File: src/rtl/level_code_encoder.sv
// level_code_encoder: turns a block of signed coefficient levels into variable-length codewords
// (trailing-one sign bits, then prefix/suffix level codes with an adaptive suffix length).
module level_code_encoder (
    input  logic        Clk,
    input  logic        Reset,
    input  logic        Start,
    input  logic [4:0]  TotalCoeff,
    input  logic [1:0]  TrailingOnes,
    input  logic [12:0] LevelIn,
    input  logic        LevelValid,
    output logic        LevelReady,
    output logic [27:0] CodeOut,
    output logic [4:0]  CodeLen,
    output logic        CodeValid,
    input  logic        CodeReady,
    output logic        Busy,
    output logic        Done,
    output logic        RangeErr
);
    typedef enum logic [1:0] {IDLE, T1, LEVEL, DRAIN} state_t;
    state_t state, state_nx;
    logic [4:0] cnt, prefix, len_nx;
    logic [1:0] t1_cnt, t1_tot;
    logic [2:0] sl, sl_one, sl_nx;
    logic first, accept, start_ok, start_bad, level_err, pm_one;
    logic [13:0] lc0, lc, mag, thr, esc;
    logic [27:0] code_nx;

    assign Busy       = state != IDLE;
    assign LevelReady = (state == T1 || state == LEVEL) && (!CodeValid || CodeReady);
    assign accept     = LevelValid && LevelReady;
    assign start_bad  = Start && state == IDLE && (TotalCoeff > 5'd16 || {3'b0, TrailingOnes} > TotalCoeff);
    assign start_ok   = Start && state == IDLE && !start_bad;
    assign pm_one     = LevelIn == 13'h0001 || LevelIn == 13'h1fff;

    always_comb begin
        state_nx = state;
        case (state)
            IDLE:    if (start_ok) state_nx = TotalCoeff == 5'd0 ? DRAIN : TrailingOnes != 2'd0 ? T1 : LEVEL;
            T1:      if (accept) state_nx = cnt == 5'd1 ? DRAIN : t1_cnt == 2'd1 ? LEVEL : T1;
            LEVEL:   if (accept && cnt == 5'd1) state_nx = DRAIN;
            DRAIN:   if (!CodeValid || CodeReady) state_nx = IDLE;
            default: state_nx = IDLE;
        endcase
    end

    // levelCode arithmetic is modulo 2^14; illegal levels simply wrap and are flagged
    always_comb begin
        lc0 = (LevelIn[12] || LevelIn == 13'd0) ? ~{LevelIn, 1'b0} : {LevelIn, 1'b0} - 14'd2;
        lc = (first && t1_tot != 2'd3) ? lc0 - 14'd2 : lc0;
        mag = LevelIn[12] ? 14'd0 - {1'b1, LevelIn} : {1'b0, LevelIn};
        thr = 14'd15 << sl;
        esc = lc - (sl == 3'd0 ? 14'd30 : thr);
        prefix = 5'(lc >> sl);
        code_nx = 28'd1;
        len_nx = 5'd1;
        level_err = 1'b0;
        if (state == T1) begin
            code_nx = {27'd0, LevelIn[12]};
            level_err = !pm_one;
        end else begin
            level_err = LevelIn == 13'd0 || (first && t1_tot != 2'd3 && pm_one);
            if (sl == 3'd0 && lc < 14'd14) begin
                len_nx = lc[4:0] + 5'd1;
            end else if (sl == 3'd0 && lc < 14'd30) begin
                code_nx = {23'd0, 1'b1, lc[3:0] - 4'd14};
                len_nx = 5'd19;
            end else if (sl != 3'd0 && lc < thr) begin
                code_nx = (28'd1 << sl) | {14'd0, lc & ((14'd1 << sl) - 14'd1)};
                len_nx = prefix + {2'b0, sl} + 5'd1;
            end else begin
                code_nx = {15'd0, 1'b1, esc[11:0]};
                len_nx = 5'd28;
                level_err = level_err || esc[13:12] != 2'd0;
            end
        end
        sl_one = sl == 3'd0 ? 3'd1 : sl;
        sl_nx = (mag > (14'd3 << (sl_one - 3'd1)) && sl_one < 3'd6) ? sl_one + 3'd1 : sl_one;
    end

    always_ff @(posedge Clk) begin
        if (Reset) state <= IDLE;
        else state <= state_nx;
    end

    always_ff @(posedge Clk) begin
        if (Reset) begin
            cnt <= 5'd0;
            t1_cnt <= 2'd0;
            t1_tot <= 2'd0;
            sl <= 3'd0;
            first <= 1'b0;
            CodeOut <= 28'd0;
            CodeLen <= 5'd0;
            CodeValid <= 1'b0;
            Done <= 1'b0;
            RangeErr <= 1'b0;
        end else begin
            Done <= state == DRAIN && (!CodeValid || CodeReady);
            RangeErr <= start_bad || (accept && level_err);
            if (start_ok) begin
                cnt <= TotalCoeff;
                t1_cnt <= TrailingOnes;
                t1_tot <= TrailingOnes;
                sl <= (TotalCoeff > 5'd10 && TrailingOnes != 2'd3) ? 3'd1 : 3'd0;
                first <= 1'b1;
            end
            if (accept) begin
                cnt <= cnt - 5'd1;
                CodeOut <= code_nx;
                CodeLen <= len_nx;
                CodeValid <= 1'b1;
                if (state == T1) begin
                    t1_cnt <= t1_cnt - 2'd1;
                end else begin
                    sl <= sl_nx;
                    first <= 1'b0;
                end
            end else if (CodeReady) begin
                CodeValid <= 1'b0;
            end
        end
    end
endmodule

File: config.mk
export PLATFORM = sky130hd
export DESIGN_NAME = level_code_encoder
export DESIGN_NICKNAME = d
export VERILOG_FILES = /design/src/rtl/level_code_encoder.sv
export SDC_FILE = /design/constraint.sdc
export NUM_CORES = 1
export LEC_CHECK = 0
export BUFFER_PORTS_ARGS = -buffer_cell sky130_fd_sc_hd__buf_2
export CORE_MARGIN = 2
export CORE_UTILIZATION = 55
export DETAILED_ROUTE_END_ITERATION = 12
export GPL_TIMING_DRIVEN = 0
export PLACE_DENSITY = 0.77
export SLEW_MARGIN = 10
export SYNTH_ARGS = -nofsm -noshare
export SYNTH_HDL_FRONTEND = slang
export SYNTH_SLANG_ARGS = --single-unit
export TNS_END_PERCENT = 10
File: constraint.sdc
create_clock -name Clk -period 5.9 [get_ports Clk]
set_clock_uncertainty 0.15 [all_clocks]
set_input_delay 0.295 -clock Clk [delete_from_list [all_inputs] [get_ports Clk]]
set_output_delay 0.295 -clock Clk [all_outputs]
set_load 0.01 [all_outputs]
Yosys cells after proc, flatten, opt, wreduce, memory -nomap -nowiden
Cells that the tools add are included.

storage, ports and cells
  bits of input ports = 25
  output and inout port bits = 38
  register bits after elaboration = 51

cells by class
  shift-type cells = 5
  multiplexer cells = 41
  $add $sub $neg = 13
  reductions and logical operators = 37
  bitwise operators = 3
  $lt $le $gt $ge = 8
  equality and inequality tests = 13

operator list
  kind                                                          count
  two-way mux 28 bit                                            4
  two-way mux 14 bit                                            4
  two-way mux 5 bit                                             6
  bitwise OR 28 x 14 -> 28 bit                                  1
  << shifter 1 x 3 -> 28 bit (first input constant)             1
  subtractor 14 x 2 -> 14 bit (second input constant)           2
  two-way mux 2 bit                                             11
  logical AND 1 bit                                             15
  two-way mux 3 bit                                             5
  bitwise AND 14 bit                                            1
  greater-than comparator 14 bit                                1
  less-than comparator 14 bit                                   1
  less-than comparator 14 x 4 -> 1 bit (second input constant)  1
  less-than comparator 14 x 5 -> 1 bit (second input constant)  1
  NOT 14 bit                                                    1
  << shifter 1 x 3 -> 14 bit (first input constant)             1
  << shifter 2 x 3 -> 14 bit (first input constant)             1
  << shifter 4 x 3 -> 14 bit (first input constant)             1
  >> shifter 14 x 3 -> 5 bit                                    1
  subtractor 1 x 14 -> 14 bit (first input constant)            1
  subtractor 14 x 1 -> 14 bit (second input constant)           1
  subtractor 14 bit                                             1
  == test 13 x 1 -> 1 bit (second input constant)               1
  == test 13 bit (second input constant)                        1
  27 further kinds                                              56

Logic depth before layout (Yosys ltp)
Gate-level depths: netlist of run 1.

  word-level depth = 14
  mapped depth = 27

Worst setup path before layout of run 1
No wires, ideal clock.

  path type = input-to-reg
  start = input LevelIn[0]
  end = register CodeLen[2]
  required time = 5.633 ns
  setup time = 0.117 ns
  cell stages on the path = 26
  data arrival time = 5.299 ns
  buffers on the path = 3
  setup slack = 0.335 ns
  path through = clkbuf_1 -> inv_1 -> ha_1 -> buf_4 -> nor2b_1 -> a41oi_4 -> nand2_1 -> o21ai_0 -> ha_1 -> and2_1 -> nor4b_1 -> a21oi_1 -> buf_2 -> o21ba_1 -> or2_1 -> ha_1 -> a21o_1 -> a21o_1 -> a21oi_1 -> nand2_1 -> o21a_1 -> maj3_2 -> nor3_2 -> nor2_2 -> a211o_1 -> a22o_1

between the ends
  longest elaborated chain between the ends = 12

ends and longest elaborated chain
  what                                                                                 line  source
  from (decl)                                                                          9     input logic [12:0] LevelIn,
  parallel branches: the longest is 2 deep, another holds subtractor 14 x 2 -> 14 bit  n/a
  two-way mux 14 bit *                                                                 49    lc0 = (LevelIn[12] || LevelIn == 13'd0) ? ~{LevelIn, 1'b0} : {LevelIn, 1'b0} - 14'd2;
  subtractor 14 x 2 -> 14 bit                                                          50    lc = (first && t1_tot != 2'd3) ? lc0 - 14'd2 : lc0;
  two-way mux 14 bit *                                                                 50
  >> shifter 14 x 3 -> 5 bit                                                           54    prefix = 5'(lc >> sl);
  adder 5 x 3 -> 5 bit                                                                 70    len_nx = prefix + {2'b0, sl} + 5'd1;
  adder 5 x 1 -> 5 bit                                                                 70
  two-way mux 5 bit                                                                    68    end else if (sl != 3'd0 && lc < thr) begin
  two-way mux 5 bit                                                                    65    end else if (sl == 3'd0 && lc < 14'd30) begin
  two-way mux 5 bit *                                                                  63    if (sl == 3'd0 && lc < 14'd14) begin
  two-way mux 5 bit *                                                                  58    if (state == T1) begin
  to (signal assigned)                                                                 111   CodeLen <= len_nx;
  to (decl)                                                                            13    output logic [4:0] CodeLen,

Every way passes the cells marked *.
A chain may end at the register's enable or synchronous reset.

Worst setup path after layout of run 1
  start = input LevelIn[0]
  end = register CodeOut[7]

between the ends
  longest elaborated chain between the ends = 11

ends and longest elaborated chain
  what                                                                                 line    source
  parallel branches: the longest is 2 deep, another holds subtractor 14 x 2 -> 14 bit  n/a
  two-way mux 14 bit *                                                                 49
  subtractor 14 x 2 -> 14 bit                                                          50
  two-way mux 14 bit *                                                                 50
  less-than comparator 14 bit / bitwise AND 14 bit (equally long branches)             68, 69
  logical AND 1 bit / bitwise OR 28 x 14 -> 28 bit (equally long branches)             68, 69
  two-way mux 28 bit                                                                   68
  two-way mux 28 bit                                                                   65
  two-way mux 28 bit *                                                                 63
  two-way mux 28 bit *                                                                 58
  to (signal assigned)                                                                 110     CodeOut <= code_nx;
  to (decl)                                                                            12      output logic [27:0] CodeOut,

Marked as above.

==> results of run 1 <==
[cell usage after synthesis, types with 8 or more instances]
library cell / n / share of area, %
nand3_1: 20 / 2.0
nand2_1: 69 / 5.1
ha_1: 59 / 15
and3_1: 8 / 0.99
dfxtp_1: 37 / 15
nand2b_1: 10 / 1.2
a211oi_1: 12 / 1.8
buf_4: 16 / 2.4
a21oi_1: 40 / 3.9
and2_1: 8 / 0.99
mux2i_1: 8 / 1.6
inv_1: 43 / 3.2
or2_2: 8 / 0.99
xnor2_1: 24 / 4.1
o21a_1: 10 / 1.5
a31oi_1: 8 / 0.99
nor2b_1: 10 / 1.2
nor3_1: 18 / 1.8
clkbuf_1: 24 / 1.8
o21ai_0: 31 / 3.1
nor2_1: 58 / 4.3
nor4_1: 9 / 1.1
a211o_1: 8 / 1.4
[stage by stage]
stage	area [um2]	setup slack, ps	hold WS, ps	power [W]
after floorplan	5130	335	235	0.00118
after global placement	5490	-735	287	0.00143
after detailed placement	5490	-778	289	0.00147
after CTS	5620	17.4	127	0.00171
after global routing	5690	-9.68	134	0.00189
final	5690	292	132	0.00173
[registers in the layout (all words and copies together) (netlist names)]
| name | count |
|---|---|
| CodeValid | 1 |
| RangeErr | 1 |
| Done | 1 |
| cnt | 5 |
| state | 2 |
| t1_tot | 2 |
| CodeOut | 14 |
| sl | 3 |
| first | 1 |
| CodeLen | 5 |
| t1_cnt | 2 |
[routing by layer]
layer  track usage (%)  up-vias  routed length, um
met5                 0        -                  0
met4              6.64        0                288
met3              3.69       27                983
met2              50.1      221               6940
met1              39.4     2527               6520
li1                  -     2582                  -
[worst reg2reg max path, cell delays in order, from the launching register on]
cell,delay [ps]
dfxtp_1,420
clkbuf_1,290
nor3_1,650
nor2_1,150
ha_1,250
ha_1,340
nand2_1,70
ha_1,300
nor2b_1,140
o21a_1,160
o21a_1,160
o21a_1,160
o21a_1,170
o21a_1,160
o21ai_0,170
a21oi_1,190
o211ai_1,210
o31ai_1,110
a2111oi_0,370
[cell type report]
class | instances | share of cell area (%)
repair buffers | 51 | 4.79
plain buffers | 48 | 4.66
well taps | 111 | 2.44
clock inverters | 2 | 0.660
multi-input cells | 562 | 69.9
inverters | 46 | 3.08
flip-flops and latches | 37 | 13.0
clock buffers | 6 | 1.45
[cell families after synthesis]
| logic type | synth area share (%) |
|---|---|
| compound gates | 26.3 |
| mux | 3.69 |
| flops | 14.6 |
| buf+inv | 8.60 |
| xor+xnor | 6.21 |
| fa+ha+maj | 15.1 |
| simple gates | 25.4 |
| other cells | 0.0738 |
[worst paths after layout]
check | slack [ps] | cells after the start | end | startpoint
worst max-delay path | 290 | 28 | CodeOut[7]$_SDFFE_PP0P_ | LevelIn[0]
worst min-delay path | 130 | 2 | sl[0]$_SDFF_PP0_ | Reset
worst max register to register | 1160 | 18 | sl[0]$_SDFF_PP0_ | sl[2]$_SDFF_PP0_
worst min register to register | 310 | 2 | CodeLen[1]$_SDFFE_PP0P_ | CodeLen[1]$_SDFFE_PP0P_
[report_power, final]
| part | leakage [nW] | switching [W] | total (W) | internal [W] |
|---|---|---|---|---|
| Combinational | 2.09 | 0.000673 | 0.00114 | 0.000466 |
| Sequential | 0.301 | 0.0000467 | 0.000357 | 0.000310 |
| Clock | 0.0574 | 0.0000992 | 0.000237 | 0.000138 |
| Total | 2.45 | 0.000819 | 0.00173 | 0.000914 |
[repair_timing]
| item | 4_1_cts | 5_1_grt |
|---|---|---|
| hold endpoints to repair | 0 | 0 |
| gates cloned | 0 | 0 |
| gates resized for setup | 4 | 7 |
| buffers inserted | 0 | 7 |
| pin swaps | 0 | 2 |
| setup endpoints to repair | 18 | 18 |
==> results.ini, run 1 <==
[worst_setup_path]
cp.arrival_ps = 5700
worstPathRequired_ps = 5990
path_class = in2reg
path_buf_inv = 6
critical_path.most_common_cell = buf_2
worstSetupStartpointType = input port
cp_slowest_cell = maj3_2
critPathMaxStageDelay_ps = 350
endpoint_kind = flip-flop
critPathTopFamily = compound AO/OA/AOI/OAI gates
path_max_fanout = 10

[cells_and_area]
final_cells = 863
diodes = 0
nFillCells = 855
final_cell_mix = nand2_1, nor2_1, ha_1
final_common_cell = nand2_1
fin_util_pct = 62.5
multiInputGateArea_mm2 = 0.00398
nNetsFinal = 836
area_growth_pct = 12.0
seq_area_um2 = 741
drive_gt1_share_pct = 16.6

[grt]
gr-total-overflow = 0
grt_pass1_wl_um = 24000
grt_max_degree = 15
antenna_found_initial = 0
grt_pass1_vias = 4919
grtUsageTotal_pct = 29.3

[run]
cap_violations = 0

[route]
first_pass_iters = 5
avgRoutedWirePerCell_um = 17.1
drt-total-wl_um = 14700
vias_per_cell = 6.21
ant_nets = 0
via_count = 5357
drc = 0
drt-initial-drc-count = 424

[sta]
slew_viol_final = 0
fin_crit_sh_pct = 95.1
slew_headroom_pct = 31.9
hold_viol = 0
fin_crit_ps = 5610
setup_viol = 0
setup_tns_ps = 0
worstMarginPinSlew_ps = 994
fmax_mhz = 178

[die]
io_pins = 63
num_rows = 35
start_util_pct = 55.8
die_w_um = 100
design.core.area_mm2 = 0.00911
die-height_um = 100
dieArea_mm2 = 0.0100

[cts]
cts_num_sinks = 37
cts_tree = built
clockRootBuffer = clkbuf_8
numCtsBuffers = 5
clock_latency_ps = 300
htree_num_levels = 2
path_clk_slew_ps = 80
clockBufferDepth = 2
hold_buffers = 0

[power]
p_leak_nw = 2.45
powerDensity_mw_per_mm2 = 305
ir_drop_mv = 0.264

[yosys]
syn_area_mm2 = 0.00508
synth-seq-cells = 37
synth-edff-count = 0
synthDistinctLibCells = 87
syn_avg_cell_area_um2 = 7.47
ys.warnings.count = 0
yosysSeqAreaShare_pct = 14.6
ys.flop_type = dfxtp_1
postSynthCellCount = 680
synthArstFlopShare_pct = 0

[place]
portBuffers = 44
place_congestion = 0.972
dp.cells = 848
dp.final_hpwl_um = 11500

[hold_path]
hp-class = in2reg

[run_status]
status = complete, no violations

(Power assumes the default switching activity.)
==> run 2, diff against run 1 <==
--- a/config.mk
+++ b/config.mk
@@ -5,12 +5,13 @@
 export SDC_FILE = /design/constraint.sdc
 export NUM_CORES = 1
 export LEC_CHECK = 0
+export ABC_AREA = 1
 export BUFFER_PORTS_ARGS = -buffer_cell sky130_fd_sc_hd__buf_2
-export CORE_MARGIN = 2
-export CORE_UTILIZATION = 55
+export CORE_UTILIZATION = 56
+export CTS_BUF_LIST = sky130_fd_sc_hd__clkbuf_4 sky130_fd_sc_hd__clkbuf_8
 export DETAILED_ROUTE_END_ITERATION = 12
 export GPL_TIMING_DRIVEN = 0
-export PLACE_DENSITY = 0.77
+export PLACE_DENSITY = 0.78
 export SLEW_MARGIN = 10
 export SYNTH_ARGS = -nofsm -noshare
 export SYNTH_HDL_FRONTEND = slang
==> results.ini, run 2 <==
[cts]
ctsResizeCount = 0
cts_num_sinks = 37
clockRootBuffer = clkbuf_8
clockBufferDepth = 2
htree_num_levels = 2
postCtsSetupBuffers = 0
cts_tree = built
path_clk_slew_ps = 80
hold_buffers = 0
numCtsBuffers = 5
clock_latency_ps = 300

[grt]
use_met1_pct = 40.3
grt_pass1_wl_um = 24800
antenna_found_initial = 0
top_usage_layer = met2
grt_use_met2_pct = 54.2
grt_util_met3_pct = 3.44
grt_max_degree = 15
grtUsageTotal_pct = 31.1
gr-total-overflow = 0
grt_pass1_vias = 5469

[cells_and_area]
largest_register = CodeOut
stdcell_area_mm2 = 0.00574
nFillCells = 830
top_regs = CodeOut x14, CodeLen x5, cnt x5
final_common_cell = nand2_1
diodes = 0
final_cells = 994
area_growth_pct = 10.3
nNetsFinal = 970
final_cell_mix = nand2_1, inv_1, nand3_1
drive_gt1_share_pct = 15.6
largest_register_ffs = 14

[place]
place_congestion = 0.953
portBuffers = 44
placed_area_mm2 = 0.00560
dp.cells = 986
dp.final_hpwl_um = 11600

[power]
ir_drop_mv = 0.255
powerDensity_mw_per_mm2 = 309
p_leak_nw = 2.93
p_total_w = 0.00177

[run_status]
violations = DRC
status = finished, violations left

[sta]
rsz0062_at_grt = no
fin_crit_sh_pct = 79.5
fmax_mhz = 213
setup_tns_ps = 0
hold_viol = 0
setup_viol = 0
slew_headroom_pct = 44.4
slew_viol_final = 0
fin_crit_ps = 4690
worstMarginPinSlew_ps = 829

[worst_setup_path]
worstSetupStartpointType = input port
path_max_fanout = 8
cp_slowest_cell = o21ai_1
critical_path.most_common_cell = nand2_1
worstPathRequired_ps = 5940
critPathMaxStageDelay_ps = 660
path_class = in2reg
endpoint_kind = flip-flop
critPathTopFamily = compound AO/OA/AOI/OAI gates
path_buf_inv = 4
cp.arrival_ps = 4730

[yosys]
ys.warnings.count = 0
ys.flop_type = dfxtp_1
synthArstFlopShare_pct = 0
synth-edff-count = 0
synth.area.top_cells = dfxtp_1, ha_1, nand2_1
synthDistinctLibCells = 57
yosys-top-cells-count = nand2_1, inv_1, nand3_1, nor2_1
synth_top_area_share_pct = 14.2
syn_area_mm2 = 0.00520
postSynthCellCount = 821
syn_avg_cell_area_um2 = 6.33
synth-seq-cells = 37
yosysSeqAreaShare_pct = 14.2
synth_top_area_cell = dfxtp_1
synthMostInstantiatedCell = nand2_1

[route]
drt-total-wl_um = 14500
via_count = 5594
avgRoutedWirePerCell_um = 14.5
ant_nets = 0
vias_per_cell = 5.63
drc = 1
first_pass_iters = 11
drt-initial-drc-count = 441

[die]
die_w_um = 98.4
start_util_pct = 58.8
design.core.area_mm2 = 0.00885
num_rows = 34
die-height_um = 98.4
dieArea_mm2 = 0.00967
io_pins = 63

[hold_path]
hp-class = in2reg

[run]
cap_violations = 0

## run 2: cell types whose count changed after synthesis, moves of 11 or more
cell      change
a211oi_1     -11
o21ai_0      +13
a21oi_1      +19
xnor2_1      -20
nand2_2      +17
inv_1        +63
nand3_1      +53
nand2_1     +126
## run 2: report_power, final
group	leakage (nW)	switching (W)	total [W]	internal [W]
registers	0.302	0.0000447	0.000359	0.000315
clock network	0.0681	0.000100	0.000269	0.000168
logic	2.56	0.000736	0.00115	0.000410
## run 2: per-stage QoR
stage	utilization (%)	setup WS [ps]	hold slack [ps]
after floorplan	-	2010	284
after global placement	63.3	1010	293
after detailed placement	63.3	976	300
after CTS	64.8	1290	86.7
after global routing	64.8	774	128
final	64.8	1210	90.2
## run 2: cell families (layout without fill, tap and decap cells)
family,count (synthesis),count (layout),synth area share [%]
fa+ha+maj,60,60,14.6
other cells,1,14,0.0721
buf+inv,151,203,12.9
compound gates,150,150,17.4
simple gates,402,402,37.4
flops,37,37,14.2
xor+xnor,20,20,3.37
## run 2: worst paths after layout
path | startpoint | to | slack, ps | cells after the start
max | LevelIn[0] | RangeErr$_SDFF_PP0_ | 1210 | 27
min reg2reg | first$_SDFF_PP0_ | first$_SDFF_PP0_ | 310 | 2
min | CodeReady | Done$_SDFF_PP0_ | 90 | 3
max reg2reg | sl[1]$_SDFF_PP0_ | RangeErr$_SDFF_PP0_ | 1750 | 18
## run 2: cell type report
cell class                      instances  area, um2  share of cell area (%)
Tap cell                              108        135                    2.36
Inverter                              116        440                    7.68
Multi-Input combinational cell        646       3830                    66.8
Timing Repair Buffer                   44        220                    3.84
Clock buffer                            5       68.8                    1.20
Buffer                                 35        233                    4.06
Sequential cell                        37        741                    12.9
Clock inverter                          3       65.1                    1.13
## run 2: worst register-to-register path: stages, from the launching register on
cell	delay [ps]
dfxtp_1	510
clkbuf_1	410
inv_1	200
clkbuf_1	380
ha_1	370
ha_1	220
o31ai_1	470
nand4_1	160
o211ai_1	170
nand2_1	90
nand2_1	70
a21oi_1	90
o21ai_0	200
xnor2_1	140
nand3_1	80
nand2_1	110
nand2_1	100
nand2_1	90
nand2_1	50
## run 2: per-layer routing
metal  up-vias  part of all wire, %
met5         -                    0
met4         0                  1.5
met3        21                  4.9
met2       182                   49
met1      2569                   45
li1       2822                    -
==> run 3, diff against run 2 <==
--- a/config.mk
+++ b/config.mk
@@ -5,7 +5,7 @@
 export SDC_FILE = /design/constraint.sdc
 export NUM_CORES = 1
 export LEC_CHECK = 0
-export ABC_AREA = 1
+export ABC_AREA = 0
 export BUFFER_PORTS_ARGS = -buffer_cell sky130_fd_sc_hd__buf_2
 export CORE_UTILIZATION = 56
 export CTS_BUF_LIST = sky130_fd_sc_hd__clkbuf_4 sky130_fd_sc_hd__clkbuf_8
==> constraint.sdc (replaced) <==
create_clock -name Clk -period 3.9 [get_ports Clk]
set_clock_uncertainty 0.15 [all_clocks]
set_input_delay 0.195 -clock Clk [delete_from_list [all_inputs] [get_ports Clk]]
set_output_delay 0.195 -clock Clk [all_outputs]
set_load 0.01 [all_outputs]
==> results.ini, run 3 (synthesis results as in run 1) <==
[run_status]
status = finished, violations left
violations = setup timing

[cells_and_area]
nNetsFinal = 852
drive_gt1_share_pct = 25.1
area_growth_pct = 21.1
final_common_cell = nand2_1
diodes = 0
largest_register_ffs = 14
largest_register = CodeOut
top_regs = CodeOut x14, CodeLen x5, cnt x5
stdcell_area_mm2 = 0.00615
final_cell_mix = nand2_1, nor2_1, ha_1

[die]
io_pins = 63
dieArea_mm2 = 0.00946
die_w_um = 97.2
start_util_pct = 58.0
die-height_um = 97.2
design.core.area_mm2 = 0.00876
num_rows = 34

[worst_setup_path]
worstPathRequired_ps = 3990
cp.arrival_ps = 4700
r2r.worst_path.cells = 18
r2r_slack_ps = -560
critPathMaxStageDelay_ps = 330
path_class = in2reg
rr_startpoint = first$_SDFF_PP0_
cp_slowest_cell = ha_1
worstSetupStartpointType = input port
critical_path.most_common_cell = ha_1
endpoint_kind = flip-flop
crit_path_start = LevelIn[0]
path_cells = buf_8, clkbuf_16, clkinv_8, ha_1, buf_2, o21ai_0, nor4b_1, o31a_1, o21ai_2, nor2_1, xnor2_1, inv_1, ha_1, a21o_1, a21oi_2, nand2_1, o21a_1, maj3_2, or3_1, buf_6, mux2_4, a2bb2oi_2, nor2_2
path_max_fanout = 10

[grt]
antenna_found_initial = 0
grt_pass1_vias = 5082
grt_max_degree = 15
gr-total-overflow = 0
grt_pass1_wl_um = 24700
grtUsageTotal_pct = 31.8

[power]
p_total_w = 0.00268
p_leak_nw = 2.60
powerDensity_mw_per_mm2 = 435
ir_drop_mv = 0.365

[route]
ant_nets = 0
drc = 0
first_pass_iters = 5
via_count = 5496
avgRoutedWirePerCell_um = 17.7
vias_per_cell = 6.27
drt-initial-drc-count = 417
drt-total-wl_um = 15500

[run]
cap_violations = 0

[place]
portBuffers = 44
place_congestion = 1.02
placed_area_mm2 = 0.00557
dp.final_hpwl_um = 11500

[cts]
path_clk_slew_ps = 80
htree_num_levels = 2
hold_buffers = 0
clock_latency_ps = 300
cts_num_sinks = 37
numCtsBuffers = 5
clockRootBuffer = clkbuf_8
clockBufferDepth = 2
cts_tree = built

[sta]
setup_viol = 20
fin_crit_sh_pct = 118
fmax_mhz = 217
slew_viol_final = 0
setup_ws_ps = -709
slew_headroom_pct = 43.3
fin_crit_ps = 4610
worstMarginPinSlew_ps = 845
hold_viol = 0
rsz0062_at_grt = yes

[hold_path]
min_path_cells = 2
hp-class = in2reg
hold_start = Reset

==> run 3: changes by cell type in the layout (fill, tap and decap cells not counted), moves of 16 or more <==
cell and change:
buf_4 +27, nand3_1 -53, o21ai_0 -17, a21oi_1 -25, xnor2_1 +18, nand2_2 -16
nand2_1 -128, inv_1 -66
==> run 3: final timing paths <==
check / endpoint
hold reg to reg: CodeOut[10]$_SDFFE_PP0P_
setup / recovery: CodeOut[7]$_SDFFE_PP0P_
hold / removal: sl[0]$_SDFF_PP0_
setup reg to reg: CodeOut[7]$_SDFFE_PP0P_
==> run 3: routing by layer <==
layer  wire [um]  GRT usage [%]
met5           0              0
met4         523           11.4
met3         979           4.68
met2        7270           52.6
met1        6730           42.0
==> run 3: area by class of cell <==
| type | count | area, um2 |
|---|---|---|
| Multi-Input combinational cell | 562 | 4270 |
| Inverter | 46 | 193 |
| Clock inverter | 3 | 17.5 |
| Tap cell | 108 | 135 |
| Fill cell | 765 | 2610 |
| Sequential cell | 37 | 746 |
| Timing Repair Buffer | 68 | 417 |
| Buffer | 47 | 304 |
| Clock buffer | 5 | 68.8 |
==> run 3: stage by stage <==
step                      hold WS [ps]  std cells  util, %  TNS, ps  setup slack (ps)
after floorplan                    135        693        -   -15110             -1080
after global placement             287        845     63.6   -30510             -1750
after detailed placement           294        845     63.6   -31390             -1790
after CTS                         37.9        868     67.1   -12410              -700
after global routing              39.4        876     70.2   -13730              -850
final                             34.2        876     70.2   -10730              -709
==> run 3: repair_timing <==
item	CTS	global route
pin swaps	18	19
buffers inserted	16	8
endpoints found under the setup margin	22	22
gates resized for setup	26	65
==> run 3: power by group <==
group,total [W],switching (W),internal (W)
combinational,0.00186,0.00108,0.000784
clock,0.000273,0.000149,0.000123
sequential,0.000545,0.0000741,0.000471
total,0.00268,0.00130,0.00138
==> run 3: worst max-delay path: cells and delay by family <==
kind / cells / cell delay, ps
XOR/XNOR: 1 / 230
adder cells (fa/ha/maj): 3 / 950
AND/OR/NAND/NOR: 5 / 980
multiplexers: 1 / 310
AO/OA/AOI/OAI: 7 / 1160
buffers and inverters: 6 / 880
